--- src/rtl/ifu_pc_gen_pkg.sv ---
// ============================================================================
// Module   : ifu_pc_gen_pkg
// Brief    : Shared constants and FSM encodings for the PC generator.
// Revision : 1.0 - initial release
// ============================================================================
`default_nettype none

package ifu_pc_gen_pkg;

    localparam int          INST_ADDR_WIDTH = 32;
    localparam logic [31:0] ZeroWord        = 32'h0000_0000;
    localparam logic        JumpEnable      = 1'b1;

    localparam logic [INST_ADDR_WIDTH-1:0] PCG_RESET_PC = 32'h0000_0000;

    typedef enum logic [1:0] {
        PCG_BOOT = 2'd0,
        PCG_RUN  = 2'd1,
        PCG_HOLD = 2'd2,
        PCG_HALT = 2'd3
    } pcg_state_t;

endpackage

`default_nettype wire

--- src/rtl/ifu_pc_redirect_cnt.sv ---
// ============================================================================
// Module   : ifu_pc_redirect_cnt
// Brief    : 32-bit saturating event counter with increment enable.
// Revision : 1.0 - initial release
// ============================================================================
`default_nettype none

module ifu_pc_redirect_cnt
    import ifu_pc_gen_pkg::*;
(
    input  logic                       clk,
    input  logic                       rst,
    input  logic                       inc_en,
    output logic [INST_ADDR_WIDTH-1:0] count
);

    always_ff @(posedge clk or posedge rst) begin
        if (rst) begin
            count <= ZeroWord;
        end else if (inc_en && (count != '1)) begin
            count <= count + 32'd1;
        end
    end

endmodule

`default_nettype wire

--- src/rtl/ifu_pc_gen.sv ---
// ============================================================================
// Module   : ifu_pc_gen
// Brief    : Program-counter generator with fetch redirect, flush and epoch.
//            Optional misaligned-target trap enabled by IFU_MISALIGN_CHK_EN.
// Revision : 1.0 - initial release
// ============================================================================
`default_nettype none

module ifu_pc_gen
    import ifu_pc_gen_pkg::*;
#(
    parameter logic [INST_ADDR_WIDTH-1:0] RESET_PC = PCG_RESET_PC,
    parameter int                         PC_STEP  = 4
)
(
    input  logic                       clk,
    input  logic                       rst,
    input  logic                       jump_flag_i,
    input  logic [INST_ADDR_WIDTH-1:0] jump_addr_i,
    input  logic                       hold_i,
    output logic [INST_ADDR_WIDTH-1:0] pc_o,
    output logic                       pc_valid_o,
    input  logic                       pc_ready_i,
    output logic                       flush_o,
    output logic                       epoch_o,
    output logic [INST_ADDR_WIDTH-1:0] redirect_cnt_o
`ifdef IFU_MISALIGN_CHK_EN
    ,
    output logic                       exc_misalign_o,
    output logic [INST_ADDR_WIDTH-1:0] exc_addr_o
`endif
);

    localparam logic [INST_ADDR_WIDTH-1:0] PC_INC = INST_ADDR_WIDTH'(PC_STEP);

    pcg_state_t                 state;
    logic                       redirect_req;
    logic                       misaligned;
    logic                       redirect_ok;
    logic                       handshake;
    logic [INST_ADDR_WIDTH-1:0] jump_target;
    pcg_state_t                 resume_state;

    // The branch unit may raise jump_flag_i during BOOT; it carries no meaning yet.
    assign redirect_req = (jump_flag_i == JumpEnable) && (state != PCG_BOOT);
    assign handshake    = pc_valid_o && pc_ready_i;
    assign resume_state = hold_i ? PCG_HOLD : PCG_RUN;

`ifdef IFU_MISALIGN_CHK_EN
    assign misaligned  = (jump_addr_i[1:0] != 2'b00);
    assign jump_target = jump_addr_i;
`else
    assign misaligned  = 1'b0;
    assign jump_target = jump_addr_i & ~32'h0000_0003;
`endif

    assign redirect_ok = redirect_req && !misaligned;

    always_ff @(posedge clk or posedge rst) begin
        if (rst) begin
            state      <= PCG_BOOT;
            pc_o       <= RESET_PC;
            pc_valid_o <= 1'b0;
            flush_o    <= 1'b0;
            epoch_o    <= 1'b0;
        end else begin
            flush_o <= redirect_req;
            if (redirect_req) begin
                epoch_o <= ~epoch_o;
            end

            // A redirect always beats the sequential increment.
            if (redirect_ok) begin
                pc_o <= jump_target;
            end else if (handshake) begin
                pc_o <= pc_o + PC_INC;
            end

`ifdef IFU_MISALIGN_CHK_EN
            if (redirect_req && misaligned) begin
                state      <= PCG_HALT;
                pc_valid_o <= 1'b0;
            end else if ((state == PCG_HALT) && !redirect_ok) begin
                state      <= PCG_HALT;
                pc_valid_o <= 1'b0;
            end else begin
                state      <= resume_state;
                pc_valid_o <= !hold_i;
            end
`else
            state      <= resume_state;
            pc_valid_o <= !hold_i;
`endif
        end
    end

`ifdef IFU_MISALIGN_CHK_EN
    always_ff @(posedge clk or posedge rst) begin
        if (rst) begin
            exc_misalign_o <= 1'b0;
            exc_addr_o     <= ZeroWord;
        end else begin
            exc_misalign_o <= redirect_req && misaligned;
            if (redirect_req && misaligned) begin
                exc_addr_o <= jump_addr_i;
            end
        end
    end
`endif

    ifu_pc_redirect_cnt u_redirect_cnt (
        .clk    (clk),
        .rst    (rst),
        .inc_en (redirect_req),
        .count  (redirect_cnt_o)
    );

endmodule

`default_nettype wire
--- config.mk ---
export PLATFORM = sky130hd
export DESIGN_NAME = ifu_pc_gen
export DESIGN_NICKNAME = d
export VERILOG_FILES = /design/src/rtl/ifu_pc_gen_pkg.sv /design/src/rtl/ifu_pc_redirect_cnt.sv /design/src/rtl/ifu_pc_gen.sv
export SDC_FILE = /design/constraint.sdc
export NUM_CORES = 1
export LEC_CHECK = 0
export CORE_MARGIN = 2
export CORE_UTILIZATION = 49
export CTS_BUF_LIST = sky130_fd_sc_hd__clkbuf_8
export CTS_CLUSTER_DIAMETER = 100
export DETAILED_ROUTE_END_ITERATION = 10
export PLACE_DENSITY = 0.87
export SYNTH_ARGS = -nofsm -noshare
export SYNTH_HDL_FRONTEND = slang
export SYNTH_SLANG_ARGS = --single-unit
--- constraint.sdc ---
create_clock -name clk -period 3.15 [get_ports clk]
set_clock_uncertainty 0.1 [all_clocks]
set_input_delay 0.945 -clock clk [delete_from_list [all_inputs] [get_ports clk]]
set_output_delay 0.945 -clock clk [all_outputs]
set_load 0.01 [all_outputs]
Yosys cells after proc, flatten, opt, wreduce, memory -nomap -nowiden
Cells that the tools add are included.
{"block": "totals", "reg_bits": 69, "inputBits": 37, "output_inout_bits": 67}
{"block": "classes", "addsub": 2, "n_eq_ne": 1, "mux": 3, "n_bitwise": 1, "n_reduce_logical": 6}
{"op": "2-to-1 mux 32 bit", "n": 2}
{"op": "adder 32 x 1 -> 32 bit, second input constant", "n": 1}
{"op": "adder 32 x 3 -> 32 bit, second input constant", "n": 1}
{"op": "!= test 32 bit, second input constant", "n": 1}
{"op": "nonzero test 2 bit", "n": 2}
{"op": "logical AND 1 bit", "n": 3}
{"op": "2-to-1 mux 2 bit", "n": 1}
{"op": "logical NOT 1 bit", "n": 1}
{"op": "NOT 1 bit", "n": 1}

Logic depth before layout (Yosys ltp)
{"block": "logic_depth", "word_depth": 3, "ltp_mapped": 7, "mapped_depth_nobuf": 6}

Hierarchy
A second synthesis with hierarchy kept.
{"block": "unflattened", "cells_unflattened": 356, "hier_area_um2": 3499.6}
{"mod": "ifu_pc_gen", "instances": 1, "cells_per_inst": 217, "area_each_um2": 1938.1, "seq_area_each_um2": 850.8}
{"mod": "ifu_pc_redirect_cnt", "instances": 1, "cells_per_inst": 139, "area_each_um2": 1561.5, "seq_area_each_um2": 800.8}

Worst setup path after synthesis
No wires, ideal clock.
{"block": "synth_timing", "kind": "in2reg", "startpoint": "input jump_flag_i", "endpoint": "register u_redirect_cnt.count[31]", "setup_time_ns": 0.125, "arrival_time_ns": 2.020, "path_slack_ns": 0.905, "cell_stages": 6, "path_buffers": 0, "cell_sequence": "o21ai_1 > inv_2 > nand2_1 > a2111oi_4 > nand4_1 > xnor2_1"}
{"block": "synth_between", "elab_chain_len": 2}
{"element": "start, declared", "line_no": "ifu_pc_gen.sv:18", "text": "input logic jump_flag_i,"}
{"element": "logical AND 1 bit", "line_no": "ifu_pc_gen.sv:45", "text": "assign redirect_req = (jump_flag_i == JumpEnable) && (state != PCG_BOOT);"}
{"element": "logical AND 1 bit", "line_no": "ifu_pc_redirect_cnt.sv:20", "text": "end else if (inc_en && (count != '1)) begin"}
{"element": "end signal, assigned", "line_no": "ifu_pc_redirect_cnt.sv:19", "text": "count <= ZeroWord;"}
{"element": "end signal, assigned", "line_no": "ifu_pc_redirect_cnt.sv:21", "text": "count <= count + 32'd1;"}
{"element": "end, declared", "line_no": "ifu_pc_redirect_cnt.sv:14", "text": "output logic [INST_ADDR_WIDTH-1:0] count"}
Every way passes these cells.
A chain may end at the register's enable or synchronous reset.

Final worst setup path
{"block": "layout_timing", "startpoint": "input jump_flag_i", "endpoint": "register u_redirect_cnt.count[13]"}
Same word-level chain as after synthesis.

==> impl_metrics.yaml <==
cells_and_area:
  diodes: 0
  final_core_util: 0.693
  synthToLayoutAreaGrowth_pct: 37.5
  final_net_count: 490
  fillers: 532
  drive_above_1_share: 0.0705
yosys:
  synth_fa_ha_area_frac: 0.00731
  synth_top_area_frac: 0.483
  synth.area.mux_share: 0.0102
  synthSimpleGateAreaFrac: 0.250
  syn_area_mm2: 0.00342
  synth_cell_types: 43
  synth-xor-area-share: 0.143
  syn_area_per_cell_um2: 9.89
  ys_top_cells_by_area: "dfrtp_1 48%, xnor2_1 8.2%, xor2_1 6.1%"
  yosys_warnings: 0
  syn_inst: 346
  synth_top_family_by_area: "simple AND/OR/NAND/NOR gates"
  synth-seq-area-share: 0.483
  synth-compound-area-share: 0.0793
  ys_seq_elements: 66
  yosys.area.top_type: "dfrtp_1"
placement:
  numPortBuffers: 99
  finalWeightedCongestion: 0.875
  dp_hpwl_um: 6150
setup_path:
  crit_type: "in -> reg"
  crit_chain: "clkdlybuf4s50_1 > o21ai_1 > inv_2 > buf_4 > and2_1 > and4_1 > xor2_1"
  crit_required_ns: 3.31
  critPathMaxFanout: 52
  cp_slowest_cell: "clkdlybuf4s50_1"
  arrival_ns: 2.70
  reg2regPathDepth: 6
  slowest_delay_ns: 0.49
  cp-end-kind: "flip-flop"
  critPathLaunch: "jump_flag_i"
  cp-start-kind: "primary input"
  r2r-start: "u_redirect_cnt.count[0]$_DFFE_PP0P_"
timing:
  worst_slew_pin_slew_ns: 0.723
  fin_crit_sh: 0.806
  drv_slew: 0
  setup_violations: 0
  period_needed_ns: 2.54
  rsz0062_at_grt: "no"
  setup_tns_ns: 0
  slew_headroom: 0.517
  max_freq_mhz: 394
  hold_violations: 0
floorplanning:
  dieArea_mm2: 0.00767
  num_rows: 30
  ioPinCount: 104
  initial_core_util: 0.504
  die_w_um: 87.6
  die_y_um: 87.6
  design.core.area_mm2: 0.00679
clock_tree:
  clockBufferDepth: 2
  cts_post_setup_buffers_inserted: 0
  worstSkewPairLatency_ns: 0.34
  cts-root-buf: "clkbuf_8"
  clk_pin_slew_ns: 0.07
  ctsResizeCount: 0
  cts_buffers: 9
  h-tree-depth: 3
  cts_tree: "yes"
  cts_hold_buf: 0
  cts.sinks: 66
route:
  drt-initial-drc-count: 98
  num_vias: 3058
  drc: 0
  wl_per_cell_um: 15.5
  vias_per_cell: 5.56
  dr.pass1.iters: 4
  antenna_left: 0
  wirelength_um: 8550
run:
  maxCapViolations: 0
outcome:
  status: "finished, final reports clean"
grt:
  overflow: 0
  grt_max_degree: 53
  grt_pass1_wl_um: 14300
  antenna_found_initial: 0
  grt_pass1_vias: 2944
  grt_use_total: 0.239
pwr:
  swShare: 0.301
  pwr-share-comb: 0.250
  p_seq_frac: 0.469
  power_frac_clock: 0.280
  power.leakage_nw: 1.88
  p_int_mw: 1.63
  p_per_area_mw_per_mm2: 495
  p_sw_mw: 0.700
  vdd_drop_max_mv: 0.417
min_path:
  whs_path_depth: 1
  min_from: "epoch_o$_DFFE_PP0P_"
  hp-class: "reg -> reg"
final cells by class:
class | instances | area, um2 | share of cell area
flip-flops and latches | 66 | 1650 | 0.351
well taps | 96 | 120 | 0.0255
inverters | 7 | 26.3 | 0.00558
multi-input cells | 262 | 1690 | 0.358
clock inverters | 5 | 48.8 | 0.0104
repair buffers | 105 | 1050 | 0.223
clock buffers | 9 | 124 | 0.0263
path summary, 6_finish.rpt:
kind | end | slack, ns
worst max-delay path | u_redirect_cnt.count[13]$_DFFE_PP0P_ | 0.61
worst min-delay path | epoch_o$_DFFE_PP0P_ | 0.37
worst max register to register | u_redirect_cnt.count[14]$_DFFE_PP0P_ | 0.94
worst min register to register | epoch_o$_DFFE_PP0P_ | 0.37
max in group asynchronous | epoch_o$_DFFE_PP0P_ | 1.37
min in group asynchronous | u_redirect_cnt.count[1]$_DFFE_PP0P_ | 0.95
placed cells by master, fill, tap and decap left out, types with 3 or more instances in the layout:
| master | netlist | final |
|---|---|---|
| nand4_1 | 23 | 23 |
| nor4_1 | 6 | 6 |
| clkdlybuf4s50_1 | 0 | 99 |
| and3_1 | 9 | 9 |
| buf_4 | 2 | 5 |
| xnor2_1 | 32 | 32 |
| o21ai_0 | 25 | 25 |
| xor2_1 | 24 | 24 |
| nand4_2 | 3 | 3 |
| a21oi_1 | 4 | 4 |
| nor3_1 | 7 | 7 |
| clkinv_2 | 0 | 3 |
| nand2_1 | 44 | 44 |
| and4_1 | 5 | 5 |
| clkbuf_8 | 0 | 9 |
| inv_1 | 6 | 6 |
| nand3_1 | 23 | 23 |
| a22oi_1 | 3 | 3 |
| dfrtp_1 | 66 | 66 |
| and2_1 | 5 | 5 |
| nor2_1 | 18 | 18 |
power groups by stage:
stage / sequential (mW) / combinational (mW) / clock, mW
5_1_grt: 1.11 / 0.633 / 0.702
3_3_place_gp: 1.10 / 0.571 / 0
2_1_floorplan: 1.13 / 0.229 / 0
3_5_place_dp: 1.10 / 0.582 / 0
4_1_cts: 1.09 / 0.587 / 0.663
6_report: 1.09 / 0.583 / 0.653
flip-flops by register name, indices dropped and copies added (netlist names):
signal,cells
u_redirect_cnt.count,32
state,2
pc_o,30
flush_o,1
epoch_o,1
synth_stat cells (all sizes together):
| cell | count |
|---|---|
| and4 | 5 |
| dfrtp | 66 |
| a221o | 2 |
| and3 | 9 |
| or3 | 2 |
| o211ai | 2 |
| a31oi | 2 |
| xnor2 | 32 |
| and2 | 5 |
| or4 | 3 |
| nand2b | 1 |
| xor2 | 24 |
| a2111oi | 1 |
| conb | 1 |
| nand2 | 44 |
| nor4 | 6 |
| nor2 | 18 |
| nor3b | 2 |
| a22oi | 3 |
| o31a | 1 |
| o21ai | 26 |
| a211oi | 1 |
| clkbuf | 8 |
| buf | 4 |
| or2 | 2 |
| inv | 7 |
| a21oi | 4 |
| nor3 | 7 |
| nor4b | 3 |
| o31ai | 1 |
| ha | 2 |
| mux2i | 2 |
| mux2 | 1 |
| nand3 | 23 |
| nand4 | 26 |
critical path, delay by kind of cell:
family                 cells  cell delay (ns)
AND/OR/NAND/NOR            2             0.53
XOR/XNOR                   1             0.14
buffers and inverters      3             0.98
AO/OA/AOI/OAI              1             0.10
routing by layer:
layer | routed length (um) | part of all wire | vias to the layer above | track usage
li1 | - | - | 1435 | -
met1 | 3830 | 0.45 | 1480 | 0.323
met2 | 4090 | 0.48 | 120 | 0.379
met3 | 378 | 0.044 | 23 | 0.0481
met4 | 247 | 0.029 | 0 | 0.0993
met5 | 0 | 0 | - | 0
metrics by stage:
stage	worst slack (ns)	std cells	hold WS [ns]	area (um2)	total power, mW
final	0.610	550	0.368	4710	2.33
after global placement	0.307	536	0.360	4530	1.67
after CTS	0.629	550	0.376	4710	2.34
after detailed placement	0.279	536	0.364	4530	1.68
after floorplan	0.450	347	0.408	3430	1.35
after global routing	0.459	550	0.386	4710	2.45
cell families after synthesis:
kind of cell / after synthesis
compound gates: 43
xor+xnor: 56
fa+ha+maj: 2
buf+inv: 19
flops: 66
mux: 3
other cells: 1
simple gates: 156
(Power assumes the default switching activity.)
